[config.mk]
export PLATFORM = sky130hd
export DESIGN_NAME = bram_stream_reader
export DESIGN_NICKNAME = d
export VERILOG_FILES = /design/src/rtl/bram_stream_reader_pkg.sv /design/src/rtl/bram_stream_fifo.sv /design/src/rtl/bram_stream_reader.sv
export SDC_FILE = /design/constraint.sdc
export NUM_CORES = 1
export LEC_CHECK = 0
export ABC_AREA = 1
export CAP_MARGIN = 0
export CORE_ASPECT_RATIO = 1.75
export CORE_MARGIN = 5
export CORE_UTILIZATION = 55
export DETAILED_ROUTE_END_ITERATION = 6
export GPL_ROUTABILITY_DRIVEN = 0
export MAX_ROUTING_LAYER = met4
export PLACE_DENSITY = 0.9
export SYNTH_ARGS = -nofsm -noshare
export SYNTH_HDL_FRONTEND = slang
export SYNTH_SLANG_ARGS = --single-unit
[constraint.sdc]
create_clock -name clk -period 4.1 [get_ports clk]
set_input_delay 0.82 -clock clk [delete_from_list [all_inputs] [get_ports clk]]
set_output_delay 0.82 -clock clk [all_outputs]
set_load 0.05 [all_outputs]
[src/rtl/bram_stream_reader_pkg.sv]
// Shared definitions for the BRAM stream reader.
//
// Build option: define BRAM_STREAM_READER_OUTREG_EN when the BRAM has its
// output register enabled. Read latency then grows from 1 to 2 cycles and
// the skid FIFO grows with it, so one beat per cycle is still sustained.
package bram_stream_reader_pkg;

`ifdef BRAM_STREAM_READER_OUTREG_EN
    localparam int RD_LAT = 2;
`else
    localparam int RD_LAT = 1;
`endif

    // Two extra entries cover the round trip from a pop freeing a slot to
    // the matching read data arriving, so the stream never bubbles.
    localparam int FIFO_DEPTH = RD_LAT + 2;

    localparam int DEF_DATA_W = 16;

    typedef enum logic [1:0] {
        ST_IDLE  = 2'd0,
        ST_READ  = 2'd1,
        ST_DRAIN = 2'd2
    } state_t;

    // FIFO entry layout at the default word width; the top re-declares the
    // same layout at its own DATA_W.
    typedef struct packed {
        logic                  last;
        logic [DEF_DATA_W-1:0] data;
    } fifo_entry_t;

endpackage

[src/rtl/bram_stream_fifo.sv]
// Small synchronous FIFO that holds returning read data until the consumer
// takes it.
//
// Ports:
//   clk, rst_n      clock, asynchronous active-low reset (storage cleared)
//   push_i, din_i   write one entry
//   pop_i           remove head entry (caller guarantees non-empty)
//   dout_o          head entry
//   empty_o         no entries held
//   count_o         number of entries held
module bram_stream_fifo #(
    parameter int DEPTH = 3,
    parameter int WIDTH = 17
) (
    input  logic                       clk,
    input  logic                       rst_n,
    input  logic                       push_i,
    input  logic [WIDTH-1:0]           din_i,
    input  logic                       pop_i,
    output logic [WIDTH-1:0]           dout_o,
    output logic                       empty_o,
    output logic [$clog2(DEPTH+1)-1:0] count_o
);
    localparam int PTR_W = (DEPTH > 1) ? $clog2(DEPTH) : 1;
    localparam int CNT_W = $clog2(DEPTH+1);

    logic [WIDTH-1:0] mem_q [DEPTH];
    logic [PTR_W-1:0] wr_ptr_q, rd_ptr_q;
    logic [CNT_W-1:0] count_q;

    // Depth need not be a power of two, so pointers wrap explicitly.
    function automatic logic [PTR_W-1:0] bump(input logic [PTR_W-1:0] p);
        return (p == PTR_W'(DEPTH-1)) ? '0 : p + PTR_W'(1);
    endfunction

    always_ff @(posedge clk or negedge rst_n) begin
        if (!rst_n) begin
            for (int i = 0; i < DEPTH; i++) mem_q[i] <= '0;
            wr_ptr_q <= '0;
            rd_ptr_q <= '0;
            count_q  <= '0;
        end else begin
            if (push_i) begin
                mem_q[wr_ptr_q] <= din_i;
                wr_ptr_q        <= bump(wr_ptr_q);
            end
            if (pop_i) rd_ptr_q <= bump(rd_ptr_q);
            case ({push_i, pop_i})
                2'b10:   count_q <= count_q + CNT_W'(1);
                2'b01:   count_q <= count_q - CNT_W'(1);
                default: count_q <= count_q;
            endcase
        end
    end

    assign dout_o  = mem_q[rd_ptr_q];
    assign empty_o = (count_q == '0);
    assign count_o = count_q;

endmodule

[src/rtl/bram_stream_reader.sv]
// Burst read initiator for a single-port read-first BRAM. Takes a
// {start address, length} command, streams sequential reads from the RAM
// port and presents the data as a valid/ready stream tagged with m_last.
//
// Build option: BRAM_STREAM_READER_OUTREG_EN (see package) selects read
// latency 2 / FIFO depth 4 instead of latency 1 / depth 3.
//
// Ports:
//   clk, rst_n                       clock, asynchronous active-low reset
//   cmd_valid/cmd_ready              command handshake (accepted only idle)
//   cmd_addr, cmd_len                first word, word count 0..2**ADDR_W
//   ram_en, ram_we, ram_addr, ram_di RAM port (write side tied off)
//   ram_do                           RAM read data, RD_LAT cycles after en
//   m_valid/m_ready, m_data, m_last  output stream
//   busy                             burst in progress
module bram_stream_reader
    import bram_stream_reader_pkg::*;
#(
    parameter int ADDR_W = 6,
    parameter int DATA_W = DEF_DATA_W
) (
    input  logic              clk,
    input  logic              rst_n,
    input  logic              cmd_valid,
    output logic              cmd_ready,
    input  logic [ADDR_W-1:0] cmd_addr,
    input  logic [ADDR_W:0]   cmd_len,
    output logic              ram_en,
    output logic              ram_we,
    output logic [ADDR_W-1:0] ram_addr,
    output logic [DATA_W-1:0] ram_di,
    input  logic [DATA_W-1:0] ram_do,
    output logic              m_valid,
    input  logic              m_ready,
    output logic [DATA_W-1:0] m_data,
    output logic              m_last,
    output logic              busy
);
    localparam int CNT_W = $clog2(FIFO_DEPTH+1);

    typedef struct packed {
        logic              last;
        logic [DATA_W-1:0] data;
    } entry_t;

    state_t            state_q, state_d;
    logic [ADDR_W-1:0] addr_q, addr_d;
    logic [ADDR_W:0]   rem_q, rem_d;

    // Issue history: bit i set means a read issued i+1 cycles ago.
    logic [RD_LAT-1:0] vld_pipe_q, last_pipe_q;

    logic [CNT_W-1:0]  fifo_count, inflight;
    logic              credit_ok, issue, push, pop, fifo_empty;
    entry_t            wr_entry, rd_entry;

    always_comb begin
        inflight = '0;
        for (int i = 0; i < RD_LAT; i++) inflight = inflight + CNT_W'(vld_pipe_q[i]);
    end

    // Only registered occupancy feeds the credit check, so m_ready has no
    // combinational route to the RAM port.
    assign credit_ok = (int'(fifo_count) + int'(inflight) + 1) <= FIFO_DEPTH;
    assign issue     = (state_q == ST_READ) && (rem_q != '0) && credit_ok;

    always_comb begin
        state_d = state_q;
        addr_d  = addr_q;
        rem_d   = rem_q;
        case (state_q)
            ST_IDLE: begin
                if (cmd_valid) begin
                    addr_d = cmd_addr;
                    rem_d  = cmd_len;
                    if (cmd_len != '0) state_d = ST_READ;
                end
            end
            ST_READ: begin
                if (issue) begin
                    addr_d = addr_q + ADDR_W'(1);   // wraps modulo depth
                    rem_d  = rem_q - 1'b1;
                    if (rem_q == 1) state_d = ST_DRAIN;
                end
            end
            ST_DRAIN: begin
                if (pop && rd_entry.last) state_d = ST_IDLE;
            end
            default: state_d = ST_IDLE;
        endcase
    end

    always_ff @(posedge clk or negedge rst_n) begin
        if (!rst_n) begin
            state_q     <= ST_IDLE;
            addr_q      <= '0;
            rem_q       <= '0;
            vld_pipe_q  <= '0;
            last_pipe_q <= '0;
        end else begin
            state_q        <= state_d;
            addr_q         <= addr_d;
            rem_q          <= rem_d;
            vld_pipe_q[0]  <= issue;
            last_pipe_q[0] <= issue && (rem_q == 1);
            for (int i = 1; i < RD_LAT; i++) begin
                vld_pipe_q[i]  <= vld_pipe_q[i-1];
                last_pipe_q[i] <= last_pipe_q[i-1];
            end
        end
    end

    assign push          = vld_pipe_q[RD_LAT-1];
    assign pop           = m_valid && m_ready;
    assign wr_entry.last = last_pipe_q[RD_LAT-1];
    assign wr_entry.data = ram_do;

    bram_stream_fifo #(
        .DEPTH (FIFO_DEPTH),
        .WIDTH (DATA_W+1)
    ) u_fifo (
        .clk     (clk),
        .rst_n   (rst_n),
        .push_i  (push),
        .din_i   (wr_entry),
        .pop_i   (pop),
        .dout_o  (rd_entry),
        .empty_o (fifo_empty),
        .count_o (fifo_count)
    );

    assign cmd_ready = (state_q == ST_IDLE);
    assign busy      = (state_q != ST_IDLE);
    assign ram_en    = issue;
    assign ram_we    = 1'b0;
    assign ram_addr  = addr_q;
    assign ram_di    = '0;
    assign m_valid   = !fifo_empty;
    assign m_data    = rd_entry.data;
    assign m_last    = rd_entry.last;

endmodule

==> metrics.txt <==
Placed Cells roughly 600; ant diodes 0; Area growth syn-to-layout 23.6%; fillcell total ~550; post-synthesis cell area 3670 µm²; Final Hold Fails 0; Post-route DRC 0; TritonCTS clock tree done; die area ~8500 µm²; synth warn 0; Via density 5.29; pwr/cell area 582 nW/µm²; Clock Tree Root clkbuf_16; Die Span Y between 100 and 150 µm; Max Cap Viol 0; Syn Area/Cell around 8.0 µm²; RSZ-0062 raised after global routing no; io pins 77; fin cells 602; clock tree buffer depth 2; area of the multi-input gates roughly 1500 µm²; final-report setup violation count 0; Yosys reg bits 74; Clock Sinks 74; Syn Inst Count roughly 460; core area around 6500 µm²; Worst Setup Start Kind flop; Final period util about four fifths; gr ovfl total 0; share of the synthesized area in the top cell type between 50% and 60%; hold_buf cts 0; I/O Buffers 59; vias approximately 3200; Sequential Area between 1500 and 2000 µm²; sw power just over 1000 µW; min cycle time layout about 3.3 ns; switching part of the total 39.2%; register area share after synthesis between 50% and 60%; Logic pwr share between 40% and 50%; Die Wd 71.7 µm; Global Route Usage Sum 21.3%; clock-pin slew on the worst setup and hold paths approximately 0.060 ns; hold crit path type in -> async; Int Power about 1600 µW; clock network latency to the later pin of the worst-skew pair between 0.3 and 0.4 ns; final WL approximately 8.3 mm; WP data arrival about 2.5 ns; Initial Utilization 56.1%; sequential share of power around 29%; status complete, no violations; Leakage approximately 0.0023 µW; share of layout cells above drive strength 1 under 10%; Least-Margin Pin Slew 1.21 ns; setup ws final slightly below 0.8 ns; DR iter-0 viols ~260; max-slew violations 0; CP Capture Type primary output; largest net degree at the start of global routing 52; share of total power in the clock network between 20 and 30%; crit path kind reg -> out; cts repair resizes 0; CP required approximately 3.3 ns; drt pass-1 iters 4; vias in the first global route about 3200; skew final around 0.006 ns; dpl hpwl just under 6 mm; maximum VDD drop about 320 µV; pre-CTS setup slack ~1.1 ns; # nets final 553; setup bufs post-CTS 0; clock buffer count from CTS 9; crit path max fanout 11; DR WL/cell ~14 µm; Synth area leaders dfrtp_1 (50%), nand2_1 (17%), o21ai_0 (7.9%); remaining antenna violation count after routing 0; cell taking the most area after synthesis dfrtp_1; highest clock rate roughly 300 MHz; Rel. slew slack about a fifth; H-tree depth 3; num rows 39; worst r2r path cells 2; setup_tns 0 ns; Netlist cell types 27; first-pass GRT wire length 14.3 mm; initial antenna violation count 0
[path summary, 6_finish.rpt]
path / slack, ns / end / from
setup reg to reg: 2.11 / u_fifo.mem_q[6] / push
hold reg to reg: 0.49 / u_fifo.mem_q[21] / u_fifo.mem_q[21]
setup / recovery: 0.79 / m_data[0] / u_fifo.rd_ptr_q[1]
max in group asynchronous: 2.58 / ram_addr[3] / rst_n
hold / removal: 0.48 / u_fifo.mem_q[33] / rst_n
min in group clk: 0.49 / u_fifo.mem_q[21] / u_fifo.mem_q[21]
[routing by layer]
| layer | up-vias | share of wire [%] | GRT usage, % |
|---|---|---|---|
| met4 | 0 | 1.8 | 7.76 |
| li1 | 1552 | - | - |
| met3 | 17 | 5.3 | 4.53 |
| met5 | - | 0 | - |
| met2 | 113 | 54 | 36.2 |
| met1 | 1501 | 39 | 24.3 |
[cell usage after synthesis (all sizes together)]
library cell / n
nand4: 4
clkinv: 1
a22oi: 13
or2: 1
nand3b: 1
a21oi: 3
inv: 38
xnor2: 1
o21ai: 61
nand3: 32
xor2: 1
ha: 4
nand2: 168
o21bai: 3
clkbuf: 10
buf: 24
conb: 1
nor2: 21
dfrtp: 74
[metrics by stage]
| stage | hold slack (ns) | area (µm²) | power, µW | util, % |
|---|---|---|---|---|
| floorplan | 0.453 | 3730 | 1520 | - |
| global placement | 0.467 | 4230 | 1840 | 64.7 |
| detailed placement | 0.474 | 4230 | 1860 | 64.7 |
| CTS | 0.487 | 4540 | 2660 | 69.4 |
| global route | 0.515 | 4540 | 2750 | 69.4 |
| finish | 0.481 | 4540 | 2640 | 69.4 |
[placed cells by master, fill, tap and decap left out, types with 4 or more instances in the layout]
| master | instances |
|---|---|
| nand2_1 | 163 |
| dfrtp_1 | 74 |
| o21ai_0 | 58 |
| clkdlybuf4s50_1 | 58 |
| inv_1 | 32 |
| nand3_1 | 32 |
| nor2_1 | 17 |
| conb_1 | 17 |
| a22oi_1 | 13 |
| clkbuf_16 | 9 |
| inv_2 | 6 |
| nand4_1 | 4 |
| ha_1 | 4 |
[sequential cells by signal, summed over array words and instances, names as in the netlist]
signal / flops
state_q: 2
last_pipe_q: 1
ram_addr: 6
u_fifo.count_o: 2
u_fifo.rd_ptr_q: 2
u_fifo.wr_ptr_q: 2
u_fifo.mem_q: 51
rem_q: 7
push: 1
[power groups by stage]
stage / clock [µW] / combinational, µW / sequential (µW)
2_1_floorplan: 0 / 742 / 775
3_3_place_gp: 0 / 1070 / 775
3_5_place_dp: 0 / 1080 / 777
4_1_cts: 801 / 1090 / 765
5_1_grt: 835 / 1150 / 767
6_report: 790 / 1080 / 766
[critical path, cell delays in order (launching register included)]
cell and delay, ns:
dfrtp_1 0.41, nor2_1 0.43, buf_4 0.29, a22oi_1 0.12, nand2_1 0.11, clkdlybuf4s50_1 0.80
[area by class of cell]
| type | count | area share, % |
|---|---|---|
| Clock inverter | 2 | 0.772 |
| Multi-Input combinational cell | 330 | 33.6 |
| Timing Repair Buffer | 62 | 13.4 |
| Sequential cell | 74 | 40.8 |
| Inverter | 39 | 3.23 |
| Clock buffer | 13 | 5.96 |
| Tap cell | 82 | 2.26 |
[cell families after synthesis]
kind of cell | Yosys count | share of synthesized area, %
xor+xnor | 2 | 0.477
flops | 74 | 50.5
fa+ha+maj | 4 | 1.36
simple gates | 227 | 25.9
buf+inv | 73 | 9.68
other cells | 1 | 0.102
compound gates | 80 | 12.0
(Power assumes the default switching activity.)
